## config.mk

```make
export PLATFORM = sky130hd
export DESIGN_NAME = sd_dat_block_rx
export DESIGN_NICKNAME = d
export VERILOG_FILES = /design/src/rtl/sd_dat_block_rx.sv
export SDC_FILE = /design/constraint.sdc
export NUM_CORES = 1
export LEC_CHECK = 0
export CORE_ASPECT_RATIO = 1.4
export CORE_MARGIN = 2
export CORE_UTILIZATION = 42
export DETAILED_ROUTE_END_ITERATION = 7
export SYNTH_ARGS = -nofsm -noshare
export SYNTH_HDL_FRONTEND = slang
export SYNTH_SLANG_ARGS = --single-unit
```

## constraint.sdc

```tcl
create_clock -name clk -period 3.06 [get_ports clk]
set_clock_uncertainty 0.2 [all_clocks]
set_input_delay 0.306 -clock clk [delete_from_list [all_inputs] [get_ports clk]]
set_output_delay 0.306 -clock clk [all_outputs]
set_load 0.005 [all_outputs]
```

## src/rtl/sd_dat_block_rx.sv

```systemverilog
// SD card DAT[3:0] read-block receiver: start bit, payload, per-line CRC16, end bit.
// Build option SD_DAT_RX_1BIT_EN adds a bus_1bit input, latched at arm, that selects 1-bit bus mode.
//
// state  | meaning
// S_IDLE | waiting for arm
// S_WAIT | counting samples until a start bit or timeout
// S_DATA | deserialising payload into bytes, updating per-line CRC16
// S_CRC  | shifting in the 16 received CRC bits on each line
// S_END  | end-bit sample: compare CRCs, pulse done
module sd_dat_block_rx #(
    parameter int BLOCK_BYTES     = 512,
    parameter int TIMEOUT_SAMPLES = 65535,
    parameter int FIFO_DEPTH      = 4
) (
    input  logic       clk,
    input  logic       reset,
    input  logic       sample_en,
    input  logic [3:0] dat_in,
    input  logic       arm,
    input  logic       abort,
`ifdef SD_DAT_RX_1BIT_EN
    input  logic       bus_1bit,
`endif
    output logic [7:0] out_data,
    output logic       out_valid,
    input  logic       out_ready,
    output logic       busy,
    output logic       done,
    output logic [3:0] crc_err,
    output logic       timeout,
    output logic       overflow
);

`ifdef SD_DAT_RX_1BIT_EN
    localparam int SPB_MAX = 8;
`else
    localparam int SPB_MAX = 2;
`endif
    localparam int DCW = $clog2(BLOCK_BYTES * SPB_MAX) + 1;
    localparam int TCW = $clog2(TIMEOUT_SAMPLES + 1);
    localparam int FAW = $clog2(FIFO_DEPTH);
    localparam int FCW = FAW + 1;

    localparam logic [DCW-1:0] LAST_4BIT = DCW'(BLOCK_BYTES * 2 - 1);
    localparam logic [TCW-1:0] T_LIMIT   = TCW'(TIMEOUT_SAMPLES);
    localparam logic [FCW-1:0] F_FULL    = FCW'(FIFO_DEPTH);

    typedef enum logic [2:0] {
        S_IDLE,
        S_WAIT,
        S_DATA,
        S_CRC,
        S_END
    } state_t;

    state_t                     state_q, state_d;
    logic [TCW-1:0]             tcnt_q, tcnt_d;
    logic [DCW-1:0]             dcnt_q, dcnt_d;
    logic [3:0]                 ccnt_q, ccnt_d;
    logic [7:0]                 shift_q, shift_d;
    logic [3:0][15:0]           crc_q, crc_d;
    logic [3:0][15:0]           rx_crc_q, rx_crc_d;
    logic [3:0]                 crc_err_q, crc_err_d;
    logic                       timeout_q, timeout_d;
    logic                       overflow_q, overflow_d;
    logic                       done_q, done_d;

    logic [FIFO_DEPTH-1:0][7:0] mem_q, mem_d;
    logic [FAW-1:0]             wr_ptr_q, wr_ptr_d;
    logic [FAW-1:0]             rd_ptr_q, rd_ptr_d;
    logic [FCW-1:0]             fcnt_q, fcnt_d;

    logic                       one_bit;
    logic [DCW-1:0]             data_last;
    logic                       byte_done;
    logic                       start_bit;
    logic [7:0]                 shift_next;
    logic [3:0]                 line_mask;
    logic                       push;
    logic                       do_push;
    logic                       pop;
    logic                       full;

`ifdef SD_DAT_RX_1BIT_EN
    localparam logic [DCW-1:0] LAST_1BIT = DCW'(BLOCK_BYTES * 8 - 1);

    logic mode_q, mode_d;

    assign one_bit   = mode_q;
    assign data_last = one_bit ? LAST_1BIT : LAST_4BIT;
    assign byte_done = one_bit ? (dcnt_q[2:0] == 3'b111) : dcnt_q[0];
`else
    assign one_bit   = 1'b0;
    assign data_last = LAST_4BIT;
    assign byte_done = dcnt_q[0];
`endif

    assign start_bit  = one_bit ? ~dat_in[0] : (dat_in == 4'b0000);
    assign shift_next = one_bit ? {shift_q[6:0], dat_in[0]} : {shift_q[3:0], dat_in};
    assign line_mask  = one_bit ? 4'b0001 : 4'b1111;

    function automatic logic [15:0] crc16_step(input logic [15:0] crc, input logic din);
        logic fb;
        fb = crc[15] ^ din;
        return {crc[14:0], 1'b0} ^ (fb ? 16'h1021 : 16'h0000);
    endfunction

    always_comb begin
        state_d    = state_q;
        tcnt_d     = tcnt_q;
        dcnt_d     = dcnt_q;
        ccnt_d     = ccnt_q;
        shift_d    = shift_q;
        crc_d      = crc_q;
        rx_crc_d   = rx_crc_q;
        crc_err_d  = crc_err_q;
        timeout_d  = timeout_q;
        overflow_d = overflow_q;
        done_d     = 1'b0;
        push       = 1'b0;
`ifdef SD_DAT_RX_1BIT_EN
        mode_d     = mode_q;
`endif

        if (abort) begin
            state_d = S_IDLE;
        end else begin
            case (state_q)
                S_IDLE: begin
                    if (arm) begin
                        crc_err_d  = 4'b0000;
                        timeout_d  = 1'b0;
                        overflow_d = 1'b0;
                        tcnt_d     = '0;
                        state_d    = S_WAIT;
`ifdef SD_DAT_RX_1BIT_EN
                        mode_d     = bus_1bit;
`endif
                    end
                end
                S_WAIT: begin
                    if (sample_en) begin
                        if (start_bit) begin
                            crc_d    = '0;
                            rx_crc_d = '0;
                            dcnt_d   = '0;
                            ccnt_d   = '0;
                            shift_d  = '0;
                            state_d  = S_DATA;
                        end else begin
                            tcnt_d = tcnt_q + 1'b1;
                            if (tcnt_d == T_LIMIT) begin
                                timeout_d = 1'b1;
                                done_d    = 1'b1;
                                state_d   = S_IDLE;
                            end
                        end
                    end
                end
                S_DATA: begin
                    if (sample_en) begin
                        // Unused lines in 1-bit mode still run their CRC; the result is masked at the end.
                        for (int i = 0; i < 4; i++) begin
                            crc_d[i] = crc16_step(crc_q[i], dat_in[i]);
                        end
                        shift_d = shift_next;
                        push    = byte_done;
                        if (dcnt_q == data_last) begin
                            state_d = S_CRC;
                        end else begin
                            dcnt_d = dcnt_q + 1'b1;
                        end
                    end
                end
                S_CRC: begin
                    if (sample_en) begin
                        for (int i = 0; i < 4; i++) begin
                            rx_crc_d[i] = {rx_crc_q[i][14:0], dat_in[i]};
                        end
                        ccnt_d = ccnt_q + 1'b1;
                        if (ccnt_q == 4'd15) begin
                            state_d = S_END;
                        end
                    end
                end
                S_END: begin
                    if (sample_en) begin
                        for (int i = 0; i < 4; i++) begin
                            crc_err_d[i] = line_mask[i] & (rx_crc_q[i] != crc_q[i]);
                        end
                        done_d  = 1'b1;
                        state_d = S_IDLE;
                    end
                end
                default: state_d = S_IDLE;
            endcase
        end

        pop      = (fcnt_q != '0) && out_ready;
        full     = (fcnt_q == F_FULL);
        do_push  = push && (!full || pop);
        mem_d    = mem_q;
        wr_ptr_d = wr_ptr_q;
        rd_ptr_d = rd_ptr_q;
        fcnt_d   = fcnt_q;

        if (abort) begin
            wr_ptr_d = '0;
            rd_ptr_d = '0;
            fcnt_d   = '0;
        end else begin
            // A full FIFO that is popped this cycle can still take the new byte.
            if (push && full && !pop) begin
                overflow_d = 1'b1;
            end
            if (do_push) begin
                mem_d[wr_ptr_q] = shift_next;
                wr_ptr_d        = wr_ptr_q + 1'b1;
            end
            if (pop) begin
                rd_ptr_d = rd_ptr_q + 1'b1;
            end
            fcnt_d = fcnt_q + FCW'(do_push) - FCW'(pop);
        end
    end

    always_ff @(posedge clk) begin
        if (reset) begin
            state_q    <= S_IDLE;
            tcnt_q     <= '0;
            dcnt_q     <= '0;
            ccnt_q     <= '0;
            shift_q    <= '0;
            crc_q      <= '0;
            rx_crc_q   <= '0;
            crc_err_q  <= '0;
            timeout_q  <= 1'b0;
            overflow_q <= 1'b0;
            done_q     <= 1'b0;
            mem_q      <= '0;
            wr_ptr_q   <= '0;
            rd_ptr_q   <= '0;
            fcnt_q     <= '0;
`ifdef SD_DAT_RX_1BIT_EN
            mode_q     <= 1'b0;
`endif
        end else begin
            state_q    <= state_d;
            tcnt_q     <= tcnt_d;
            dcnt_q     <= dcnt_d;
            ccnt_q     <= ccnt_d;
            shift_q    <= shift_d;
            crc_q      <= crc_d;
            rx_crc_q   <= rx_crc_d;
            crc_err_q  <= crc_err_d;
            timeout_q  <= timeout_d;
            overflow_q <= overflow_d;
            done_q     <= done_d;
            mem_q      <= mem_d;
            wr_ptr_q   <= wr_ptr_d;
            rd_ptr_q   <= rd_ptr_d;
            fcnt_q     <= fcnt_d;
`ifdef SD_DAT_RX_1BIT_EN
            mode_q     <= mode_d;
`endif
        end
    end

    assign out_data  = mem_q[rd_ptr_q];
    assign out_valid = (fcnt_q != '0);
    assign busy      = (state_q != S_IDLE);
    assign done      = done_q;
    assign crc_err   = crc_err_q;
    assign timeout   = timeout_q;
    assign overflow  = overflow_q;

endmodule

```

==> impl_metrics.env <==
export IMPL_synth_cell_types=51
export IMPL_ys_flop_type="dfxtp_1"
export IMPL_io_pins=27
export IMPL_run_status="completed"
export IMPL_power_density_nw_per_um2=535
export IMPL_initial_utilization_pct=42.9
export IMPL_syn_num_nets=1050
export IMPL_htreeDepth=1
export IMPL_n_antenna_cell=0
export IMPL_grt_max_degree=99
export IMPL_antenna_found_initial=0
export IMPL_rsz0062_at_grt="false"
export IMPL_seq_area_um2=4240
export IMPL_dp_hpwl_um=12800
export IMPL_finalSetupViolCount=0
export IMPL_viasPerCell=5.56
export IMPL_fillCellCount=2063
export IMPL_synth_seq_cells=212
export IMPL_avgSynthCellArea_um2=8.85
export IMPL_layout_drive_gt1_share_pct=7.51
export IMPL_cts_setup_buffers=0
export IMPL_p_leak_nw=3.93
export IMPL_cp_max_fo=9
export IMPL_grt_pass1_wl_um=34700
export IMPL_vias=7220
export IMPL_layout_commonest_cell="dfxtp_1"
export IMPL_core_um2=21200
export IMPL_insertion_delay_ns=0.51
export IMPL_fin_nets=1044
export IMPL_firstDrtPassIters=5
export IMPL_crit_required_ns=2.55
export IMPL_cts_buffers=22
export IMPL_synth_top_area_share_pct=46.6
export IMPL_ant_nets=0
export IMPL_drv_cap=0
export IMPL_root_buffer="clkbuf_16"
export IMPL_synth_edf_count=0
export IMPL_clkSlewWorstSetupHoldPaths_ns=0.06
export IMPL_cts_tree="built"
export IMPL_clkSinkCount=212
export IMPL_die_w_um=128
export IMPL_worstSetupPathType="flip-flop to output pin"
export IMPL_tightest_slew_ns=0.638
export IMPL_rows=63
export IMPL_crit_path_end_kind="output pin"
export IMPL_slew_violations=0
export IMPL_holdCritPathClass="flip-flop to flip-flop"
export IMPL_mostFrequentLayoutCells="212 x dfxtp_1, 187 x nor2_1, 133 x a22oi_1, 76 x xor2_1, 61 x a21oi_1"
export IMPL_dp_slack_ns=0.282
export IMPL_worstPathArrival_ns=2.29
export IMPL_synth_top_cell_by_area="dfxtp_1"
export IMPL_finalHoldViolCount=0
export IMPL_detail_route_iter0_violations=503
export IMPL_dieArea_um2=22900
export IMPL_wirelength_um=20600
export IMPL_fin_ws_ns=0.268
export IMPL_crit_path_start_kind="flip-flop"
export IMPL_gp_congestion=0.792
export IMPL_ys_warnings_count=0
export IMPL_syn_area_um2=9100
export IMPL_area_delta_synth_final_pct=13.4
export IMPL_cts_resized=0
export IMPL_grt_use_total_pct=18.3
export IMPL_overflow=0
export IMPL_finalSetupTns_ns=0
export IMPL_timing_fmax_mhz=358
export IMPL_peakVddDrop_mv=0.373
export IMPL_drc_errors=0
export IMPL_ys_async_sr_fraction_pct=0
export IMPL_period_share_pct=91.3
export IMPL_yosys_top_cells_area="dfxtp_1 47%, a22oi_1 11%, nor2_1 7.8%"
export IMPL_hold_buffers=1
export IMPL_grt_pass1_vias=6992
export IMPL_max_slew_margin_rel_pct=57.4
export IMPL_multi_input_area_um2=4520
export IMPL_clockBufferDepth=3
export IMPL_port_buffers=26
export IMPL_finalCriticalPeriod_ns=2.79
export IMPL_die_height_um=178
export IMPL_syn_instance_count=1029
export IMPL_hold_worst_slack_ns=0.252
export IMPL_wire_per_inst_um=15.9
export IMPL_synth_seq_area_share_pct=46.6
## flip-flops by register name, indices dropped and copies added (netlist names), 4 cells and up
| name | count |
|---|---|
| crc_q | 64 |
| mem_q | 32 |
| dcnt_q | 11 |
| tcnt_q | 16 |
| shift_q | 4 |
| crc_err | 4 |
| rx_crc_q | 64 |
| ccnt_q | 4 |
## through the flow
step                      power (mW)  utilization [%]  instance area, um^2  instances
after CTS                       5.60             48.7                10300       1299
after floorplan                 2.93                -                 9100       1029
after global placement          2.98             45.3                 9600       1258
after detailed placement        2.98             45.3                 9600       1258
final                           5.53             48.7                10300       1299
after global routing            5.73             48.7                10300       1299
## synthesized netlist by cell type (3+ instances only)
cell type	instances
dfxtp_1	212
o21ai_0	14
a21oi_1	61
nand2b_1	5
or3_1	4
nor3_1	17
mux2i_1	4
and3_1	5
ha_1	10
o31ai_1	3
nor2b_1	4
a31oi_1	4
nand2_1	51
buf_2	30
nor3b_1	3
xnor2_1	19
xor2_1	76
nor4_1	18
mux4_2	8
a311oi_1	3
nor2_1	189
nand3_1	51
and4_1	3
clkbuf_1	47
a22oi_1	133
nand4_1	9
inv_1	11
or4_1	3
and2_1	3
## area by class of cell
cell class                      count  area share, %
Timing Repair Buffer               48           4.64
Tap cell                          260           3.15
Sequential cell                   212           41.1
Inverter                           11          0.400
Multi-Input combinational cell    728           43.8
Clock inverter                      6          0.400
Clock buffer                       34           6.54
## final timing paths
path	slack (ns)	cells past startpoint	end	from
min	0.25	2	mem_q[29]	mem_q[29]
max reg2reg	0.60	11	fcnt_q[2]	state_q[2]
max	0.27	2	out_data[5]	rd_ptr_q[0]
min reg2reg	0.25	2	mem_q[29]	mem_q[29]
## power by group
part | internal, mW | switching [mW]
logic | 0.0468 | 0.108
registers | 2.76 | 0.00420
clock network | 1.52 | 1.09
## logic make-up after synthesis
group           Yosys count  synth area share (%)
flops                   212                  46.6
fa+ha+maj                11                  1.59
buf+inv                  89                  4.08
simple gates            380                  19.3
compound gates          230                  16.9
mux                      12                  2.42
xor+xnor                 95                  9.14
## worst max-delay path: stages, from the launching register on
cell and delay [ns]:
dfxtp_1 0.73, mux4_2 0.60, clkdlybuf4s50_1 0.46
## per-layer routing
metal | share of wire (%) | global-route usage [%] | vias to the layer above | wire length, um
met5 | 0 | 0 | - | 0
met3 | 3.3 | 2.64 | 34 | 683
met4 | 2.1 | 5.77 | 0 | 430
met1 | 44 | 23.2 | 3447 | 9130
met2 | 50 | 32.0 | 124 | 10400
li1 | - | - | 3615 | -
No activity file was read; power rests on OpenSTA's default activity.
